## src/rtl/hex_scan_display_if.sv

```systemverilog
// Bundle of the display driver's data/strobe inputs and its pin-level outputs.
// The master side (score/timer logic) drives digits and load; the slave side
// (the scan driver) drives the seg/dp/an pins and the frame pulse.
interface hex_scan_display_if #(
   parameter int NUM_DIGITS = 4
);
   logic [4*NUM_DIGITS-1:0] value;
   logic [NUM_DIGITS-1:0]   dp_in;
   logic [NUM_DIGITS-1:0]   digit_en;
   logic                    load;
   logic [6:0]              seg;
   logic                    dp;
   logic [NUM_DIGITS-1:0]   an;
   logic                    frame_done;

   modport master (
      output value, dp_in, digit_en, load,
      input  seg, dp, an, frame_done
   );

   modport slave (
      input  value, dp_in, digit_en, load,
      output seg, dp, an, frame_done
   );
endinterface

```

## src/rtl/hex_scan_display.sv

```systemverilog
// Time-multiplexed hex driver for a common-anode 7-segment display.
// One digit is lit per REFRESH_DIV clocks, round-robin from digit 0.
// New values are captured into a pending buffer on load and only become
// visible at the frame boundary, so a frame never shows a mix of old and new.
module hex_scan_display #(
   parameter int NUM_DIGITS    = 4,
   parameter int REFRESH_DIV   = 100000,
   parameter int BLANK_LEADING = 1
) (
   input  logic              clk,
   input  logic              rst,
   hex_scan_display_if.slave bus
);

   localparam int DIV_W = $clog2(REFRESH_DIV);
   localparam int IDX_W = (NUM_DIGITS > 1) ? $clog2(NUM_DIGITS) : 1;
   localparam logic [DIV_W-1:0] DIV_LAST = DIV_W'(REFRESH_DIV - 1);
   localparam logic [IDX_W-1:0] IDX_LAST = IDX_W'(NUM_DIGITS - 1);

   // Active-low segment pattern {g,f,e,d,c,b,a} for one hex nibble.
   function automatic logic [6:0] seg_decode(input logic [3:0] nib);
      case (nib)
         4'h0:    seg_decode = 7'h40;
         4'h1:    seg_decode = 7'h79;
         4'h2:    seg_decode = 7'h24;
         4'h3:    seg_decode = 7'h30;
         4'h4:    seg_decode = 7'h19;
         4'h5:    seg_decode = 7'h12;
         4'h6:    seg_decode = 7'h02;
         4'h7:    seg_decode = 7'h78;
         4'h8:    seg_decode = 7'h00;
         4'h9:    seg_decode = 7'h18;
         4'hA:    seg_decode = 7'h08;
         4'hB:    seg_decode = 7'h03;
         4'hC:    seg_decode = 7'h46;
         4'hD:    seg_decode = 7'h21;
         4'hE:    seg_decode = 7'h06;
         4'hF:    seg_decode = 7'h0E;
         default: seg_decode = 7'h7F;
      endcase
   endfunction

   logic [DIV_W-1:0]        div_cnt_r;
   logic [IDX_W-1:0]        digit_idx_r;
   logic [4*NUM_DIGITS-1:0] pending_val_r;
   logic [NUM_DIGITS-1:0]   pending_dp_r;
   logic                    pend_valid_r;
   logic [4*NUM_DIGITS-1:0] active_val_r;
   logic [NUM_DIGITS-1:0]   active_dp_r;
   logic [6:0]              seg_r;
   logic                    dp_r;
   logic [NUM_DIGITS-1:0]   an_r;
   logic                    frame_done_r;

   logic                    tick_s;
   logic                    wrap_s;
   logic [NUM_DIGITS-1:0]   sel_s;
   logic [3:0]              cur_nib_s;
   logic                    cur_dp_s;
   logic                    cur_en_s;
   logic                    cur_lz_s;
   logic                    blank_s;

   // Terminal count of the dwell counter, and the frame wrap on the last digit.
   always_comb begin
      tick_s = (div_cnt_r == DIV_LAST);
      wrap_s = tick_s && (digit_idx_r == IDX_LAST);
   end

   // Select the current digit's nibble/dp/enable and decide whether it is blanked.
   // Leading-zero detection walks from the top digit down, tracking whether
   // every nibble at or above the current position is zero.
   always_comb begin
      logic run_zero_v;
      run_zero_v = 1'b1;
      sel_s      = {NUM_DIGITS{1'b0}};
      cur_nib_s  = 4'h0;
      cur_dp_s   = 1'b0;
      cur_en_s   = 1'b0;
      cur_lz_s   = 1'b0;
      for (int i = NUM_DIGITS - 1; i >= 0; i--) begin
         run_zero_v = run_zero_v & (active_val_r[4*i +: 4] == 4'h0);
         sel_s[i]   = (digit_idx_r == IDX_W'(i));
         cur_nib_s  = cur_nib_s | (active_val_r[4*i +: 4] & {4{sel_s[i]}});
         cur_dp_s   = cur_dp_s | (active_dp_r[i] & sel_s[i]);
         cur_en_s   = cur_en_s | (bus.digit_en[i] & sel_s[i]);
         cur_lz_s   = cur_lz_s | (sel_s[i] & run_zero_v & ~active_dp_r[i] &
                                  (i > 0) & (BLANK_LEADING != 0));
      end
      blank_s = ~cur_en_s | cur_lz_s;
   end

   // Dwell counter and round-robin digit index.
   always_ff @(posedge clk or posedge rst) begin
      if (rst) begin
         div_cnt_r   <= {DIV_W{1'b0}};
         digit_idx_r <= {IDX_W{1'b0}};
      end else if (tick_s) begin
         div_cnt_r   <= {DIV_W{1'b0}};
         digit_idx_r <= wrap_s ? {IDX_W{1'b0}} : digit_idx_r + IDX_W'(1);
      end else begin
         div_cnt_r   <= div_cnt_r + DIV_W'(1);
      end
   end

   // Pending capture on load; pending moves to active only at the frame wrap.
   // A load on the wrap cycle lets the older pending commit and re-arms with the new one.
   always_ff @(posedge clk or posedge rst) begin
      if (rst) begin
         pending_val_r <= {(4*NUM_DIGITS){1'b0}};
         pending_dp_r  <= {NUM_DIGITS{1'b0}};
         pend_valid_r  <= 1'b0;
         active_val_r  <= {(4*NUM_DIGITS){1'b0}};
         active_dp_r   <= {NUM_DIGITS{1'b0}};
      end else begin
         if (wrap_s && pend_valid_r) begin
            active_val_r <= pending_val_r;
            active_dp_r  <= pending_dp_r;
         end
         if (bus.load) begin
            pending_val_r <= bus.value;
            pending_dp_r  <= bus.dp_in;
            pend_valid_r  <= 1'b1;
         end else if (wrap_s) begin
            pend_valid_r  <= 1'b0;
         end
      end
   end

   // Registered pin drivers, one cycle behind the digit index.
   always_ff @(posedge clk or posedge rst) begin
      if (rst) begin
         seg_r        <= 7'h7F;
         dp_r         <= 1'b1;
         an_r         <= {NUM_DIGITS{1'b1}};
         frame_done_r <= 1'b0;
      end else begin
         seg_r        <= blank_s ? 7'h7F : seg_decode(cur_nib_s);
         dp_r         <= blank_s | ~cur_dp_s;
         an_r         <= ~sel_s;
         frame_done_r <= wrap_s;
      end
   end

   assign bus.seg        = seg_r;
   assign bus.dp         = dp_r;
   assign bus.an         = an_r;
   assign bus.frame_done = frame_done_r;

endmodule
```

## src/flat_wrapper.sv

```systemverilog
// flat-port wrapper written by rule: the top's interface ports become plain ports
module hex_scan_display_flat 
#(
   parameter int NUM_DIGITS    = 4,
   parameter int REFRESH_DIV   = 100000,
   parameter int BLANK_LEADING = 1
)
  (clk, rst, bus_value, bus_dp_in, bus_digit_en, bus_load, bus_seg, bus_dp, bus_an, bus_frame_done);
  hex_scan_display_if #(.NUM_DIGITS(NUM_DIGITS)) bus_i ();
  input  logic clk;
  input  logic rst;
  input wire logic [$bits(bus_i.value)-1:0] bus_value;
  input wire logic [$bits(bus_i.dp_in)-1:0] bus_dp_in;
  input wire logic [$bits(bus_i.digit_en)-1:0] bus_digit_en;
  input wire logic [$bits(bus_i.load)-1:0] bus_load;
  output wire logic [$bits(bus_i.seg)-1:0] bus_seg;
  output wire logic [$bits(bus_i.dp)-1:0] bus_dp;
  output wire logic [$bits(bus_i.an)-1:0] bus_an;
  output wire logic [$bits(bus_i.frame_done)-1:0] bus_frame_done;
  assign bus_i.value = bus_value;
  assign bus_i.dp_in = bus_dp_in;
  assign bus_i.digit_en = bus_digit_en;
  assign bus_i.load = bus_load;
  assign bus_seg = bus_i.seg;
  assign bus_dp = bus_i.dp;
  assign bus_an = bus_i.an;
  assign bus_frame_done = bus_i.frame_done;
  hex_scan_display #(.NUM_DIGITS(NUM_DIGITS), .REFRESH_DIV(REFRESH_DIV), .BLANK_LEADING(BLANK_LEADING)) u_core (.clk(clk), .rst(rst), .bus(bus_i));
endmodule
```

## config.mk

```make
export PLATFORM = sky130hd
export DESIGN_NAME = hex_scan_display_flat
export DESIGN_NICKNAME = d
export VERILOG_FILES = /design/src/rtl/hex_scan_display_if.sv /design/src/rtl/hex_scan_display.sv /design/src/flat_wrapper.sv
export SDC_FILE = /design/constraint.sdc
export NUM_CORES = 1
export LEC_CHECK = 0
export CORE_MARGIN = 5
export CORE_UTILIZATION = 50
export DETAILED_ROUTE_END_ITERATION = 10
export GPL_ROUTABILITY_DRIVEN = 0
export PLACE_DENSITY = 0.72
export SETUP_SLACK_MARGIN = 0.2
export SLEW_MARGIN = 20
export SYNTH_ARGS = -nofsm -noshare
export SYNTH_HDL_FRONTEND = slang
export SYNTH_SLANG_ARGS = --single-unit
```

## constraint.sdc

```tcl
create_clock -name clk -period 3.2 [get_ports clk]
set_input_delay 0.64 -clock clk [delete_from_list [all_inputs] [get_ports clk]]
set_output_delay 0.64 -clock clk [all_outputs]
set_load 0.01 [all_outputs]
```

Word-level counts from Yosys, hierarchy flattened
Memory sizes are Yosys's and may differ from the RTL's.
Index checks and enable logic that the tools add are counted.
- register bits after elaboration: 73
- bits in read-only memories: 112
- output and inout bits: 13
- word-level logic and storage cells: 69
- memories: 1
- $add $sub $neg: 2
- equality and inequality tests: 4
- mux-type cells: 5
- bitwise logic cells: 39
- reductions and logical operators: 7
- memory list (memory ; words ; bits a word ; read ports ; clocked after memory_dff ; wr ports ; RTL line ; source):
    (no name shown) ; 16 ; 7 ; 1 ; 0 ; 0 ; hex_scan_display.sv:22 ; case (nib)
- operators by type and width (kind ; number):
    adder 17 x 1 -> 17 bit (second input constant) ; 1
    equality test 17 bit (second input constant) ; 1
    two-way mux 17 bit ; 1
    AND 1 bit ; 16
    AND 4 bit ; 4
    logical NOT 4 bit ; 3
    bitwise OR 4 bit ; 3
    bitwise OR 1 bit ; 10
    two-way mux 7 bit ; 1
    NOT 1 bit ; 5
    equality test 2 bit (second input constant) ; 2
    NOT 4 bit ; 1
    adder 2 x 1 -> 2 bit (second input constant) ; 1
    equality test 2 x 1 -> 1 bit (second input constant) ; 1
    logical AND 1 bit ; 2
    logical NOT 2 bit ; 1
    two-way mux 1 bit ; 2
    two-way mux 2 bit ; 1
    nonzero test 2 bit ; 1

Longest topological paths before layout
- depth after elaboration: 8
- gate-level depth with buffers: 9
- gate-level depth less buffers: 9

Worst setup path after synthesis
No wires, ideal clock.
- path type: register to register
- from: reg u_core.digit_idx_r[0]
- to: reg u_core.seg_r[6], in the netlist u_core.bus.seg[6]
- setup time: 84 ps
- arrival: 2226 ps
- setup slack: 890 ps
- cell stages (with the launch flop): 10
- buffers on the path: 1
- clock period less this slack: 2310 ps
- cell sequence: dfrtp_1 -> ha_1 -> clkbuf_8 -> a22o_1 -> a221oi_1 -> inv_1 -> ha_1 -> nand2_1 -> a21oi_1 -> a311o_1
- word-level cells in the longest chain between the ends: 8
- elaborated cells on any way between the ends: 30
- classes of those cells: eq/ne (3); mux (1); bitwise (24); reduce/logical (1); memory (1)
- ends and longest elaborated chain (element ; RTL line ; source):
    start, declared ; hex_scan_display.sv:44 ; logic [IDX_W-1:0] digit_idx_r;
    start signal, assigned ; hex_scan_display.sv:97 ; digit_idx_r <= {IDX_W{1'b0}};
    start signal, assigned ; hex_scan_display.sv:100 ; digit_idx_r <= wrap_s ? {IDX_W{1'b0}} : digit_idx_r + IDX_W'(1);
    parallel branches: the longest is 7 deep, another holds memory (16 x 7 bit) ; n/a ;
    two-way mux 7 bit (*) ; hex_scan_display.sv:138 ; seg_r <= blank_s ? 7'h7F : seg_decode(cur_nib_s);
    end signal, assigned ; hex_scan_display.sv:138 ;
    end, declared ; hex_scan_display.sv:50 ; logic [6:0] seg_r;
Every way passes the cells marked *.
A chain may end at the register's enable or synchronous reset.

Worst setup path after layout
- from: reg u_core.div_cnt_r[0]
- to: reg u_core.active_val_r[6]
- word-level cells in the longest chain between the ends: 3
- ends and longest elaborated chain (element ; RTL line ; source):
    start, declared ; hex_scan_display.sv:43 ; logic [DIV_W-1:0] div_cnt_r;
    start signal, assigned ; hex_scan_display.sv:96 ; div_cnt_r <= {DIV_W{1'b0}};
    start signal, assigned ; hex_scan_display.sv:99 ; div_cnt_r <= {DIV_W{1'b0}};
    start signal, assigned ; hex_scan_display.sv:102 ; div_cnt_r <= div_cnt_r + DIV_W'(1);
    equality test 17 bit ; hex_scan_display.sv:66 ; tick_s = (div_cnt_r == DIV_LAST);
    logical AND 1 bit ; hex_scan_display.sv:67 ; wrap_s = tick_s && (digit_idx_r == IDX_LAST);
    logical AND 1 bit ; hex_scan_display.sv:116 ; if (wrap_s && pend_valid_r) begin
    end signal, assigned ; hex_scan_display.sv:113 ; active_val_r <= {(4*NUM_DIGITS){1'b0}};
    end signal, assigned ; hex_scan_display.sv:117 ; active_val_r <= pending_val_r;
    end, declared ; hex_scan_display.sv:48 ; logic [4*NUM_DIGITS-1:0] active_val_r;
No other way between the ends.

==> metrics <==
number of flops mapped to enable cells by yosys 0; clk slew on worst S/H paths 70 ps; Inserted Clock Buffers 9; die area 8150 µm²; post-synthesis sequential area ratio between 50% and 60%; Avg Inst Size Synth roughly 13 µm²; worst-path maximum fanout 11; Worst VDD drop 0.387 mV; Ys Warns 0; DR WL/cell 16.2 µm; relative slew slack 59.3%; Slew Viols, Final 0; Cells after DPL 370; synthesis-to-layout area growth 23.8%; Final Util a little over three fifths; number of buffers added on ports 39; Core Box Area 6310 µm²; Worst Hold Class flip-flop to flip-flop; PwrDens 505 nW/µm²; Clock Latency Late Sink 350 ps; Lkg Pwr 1.81 nW; Synth cell types 42; Post-DRT Antenna Nets 0; Fmax achieved roughly 0.41 GHz; run status completed; clk buf depth 2; Pre-antenna DRT Iters 4; Bufs and invs on worst path 1; Final WS setup 745 ps; CTS tree yes; number of global-route vias before repair about 2200; final net count 341; io pins 40; clk sinks 73; Hold-fix buffers, CTS 0; critical path's slowest cell or4_4; Worst path top cell family by delay simple AND/OR/NAND/NOR gates; post-CTS sizing 0; CP cell instances ha_1 > nand3_1 > or2b_2 > or4_4 > nor3_4 > buf_4 > mux2_2; Final period util 76.7%; top_reg_cell synth dfrtp_1; Largest stage delay, worst path around 530 ps; Synth Instances 253; Setup violations, final 0; min cycle time layout 2460 ps; Setup Skew 7.82 ps; crit start category flip-flop; Final TNS setup 0 ps; final global-route overflow total 0; global-route wire length before repair 10900 µm; Fin. Hold Viols 0; # DRC 0; Max H-tree Level 3; Crit Path Category flip-flop to flip-flop; share of cells above drive strength 1 26.5%; initial antenna violation count 0; CP Capture Type flip-flop; overall routed net length 6270 µm; die width between 90 and 100 µm; ys async rst share between 90% and 100%; Post-DP HPWL 4380 µm; Worst EP required between 3000 and 4000 ps; Post-Place Setup Slack 779 ps; WP data arrival approximately 2700 ps; max-capacitance violation count 0; via/cell ratio around 5.4; Initial Util 51.1%; Yosys reg bits 73; Antenna diodes 0; DR iter-0 viols 69; Total GRT Usage approximately 17%; largest net degree at the start of global routing 74; Chip Height between 90 and 100 µm; Post-Syn Area 3220 µm²; CTS root buf clkbuf_8; Worst Tran Pin Value between 600 and 700 ps; routed vias 2100; Rows 29; RSZ-0062 raised after global routing false; Mapped Nets 290; fin cells 386; Post-CTS Setup Inserts 0
layout by cell type (no fill, tap or decap), types with 2 or more instances in the layout:
master	instances
and2_1	2
o31ai_1	2
clkbuf_8	9
xor2_1	7
o211ai_1	2
bufinv_16	4
nand4_1	4
clkdlybuf4s50_1	39
mux2_2	40
dfstp_2	12
o21ai_0	3
a22oi_1	10
xnor2_1	6
inv_1	12
nand3_1	10
ha_1	10
a21o_1	6
nor2_1	15
nand2_1	19
nor4_1	3
a21oi_1	2
or4_4	2
buf_4	5
dfrtp_1	61
cell usage after synthesis, types with 2 or more instances:
library cell,instances,area [µm²]
a21o_1,6,45.0
a22oi_1,10,75.1
nand4_1,4,25.0
inv_1,13,48.8
a21oi_1,2,10.0
o31ai_1,2,15.0
xor2_1,7,61.3
nand2_1,19,71.3
nor2_1,15,56.3
o21ai_0,3,15.0
xnor2_1,6,52.6
dfstp_2,12,315
and2_1,2,12.5
o211ai_1,2,15.0
or4_4,2,22.5
ha_1,10,125
dfrtp_1,61,1530
nor4_1,3,18.8
mux2_2,40,450
clkbuf_1,2,7.51
nand3_1,10,50.1
buf_6,2,22.5
per-stage QoR:
stage          area [µm²]  power, mW  hold WS (ps)
6_report             3990       2.02           487
5_1_grt              3990       2.10           511
4_1_cts              3990       2.05           486
3_5_place_dp         3720       1.09           453
3_3_place_gp         3720       1.09           442
2_1_floorplan        3220       1.03           433
flip-flops by register name, summed over array words and instances (netlist names):
signal and count:
u_core.bus.an 4, u_core.bus.frame_done 1, u_core.active_dp_r 4, u_core.pending_dp_r 4
u_core.bus.dp 1, u_core.div_cnt_r 17, u_core.bus.seg 7, u_core.pending_val_r 16
u_core.digit_idx_r 2, u_core.active_val_r 16, u_core.pend_valid_r 1
worst paths after layout:
path                                           from  depth (start not counted)  slack [ps]                      end
worst max-delay path            u_core.div_cnt_r[0]                          7         740   u_core.active_val_r[6]
worst min-delay path            u_core.div_cnt_r[0]                          1         490      u_core.div_cnt_r[0]
worst max register to register  u_core.div_cnt_r[0]                          7         740   u_core.active_val_r[6]
worst min register to register  u_core.div_cnt_r[0]                          1         490      u_core.div_cnt_r[0]
max in group asynchronous                       rst                          3        2180        u_core.bus.seg[6]
min in group asynchronous                       rst                          3         670  u_core.pending_val_r[4]
layer usage:
metal	GRT usage, %	share of wire [%]
met5	0	0
met1	21.0	44
met3	6.08	6.0
met2	26.3	49
met4	6.20	1.8
power breakdown:
group          internal, mW  leakage (nW)  switching (mW)
combinational        0.0627         0.762          0.0390
clock                 0.598         0.130           0.348
sequential            0.954         0.913          0.0144
area by class of cell:
cell class	instances	area (µm²)
clock buffers	9	124
clock inverters	7	141
fillers	513	2320
inverters	13	48.8
multi-input cells	162	1290
flip-flops and latches	73	1840
well taps	77	96.3
repair buffers	45	448
logic make-up (layout without fill, tap and decap cells):
kind of cell	after synthesis	count (layout)	synth area share, %
mux	41	41	14.3
buf+inv	18	74	2.87
flops	73	73	57.1
compound gates	34	34	7.76
simple gates	64	64	10.5
fa+ha+maj	10	10	3.88
xor+xnor	13	13	3.53
Note: power is estimated with default switching activity, not from simulation.
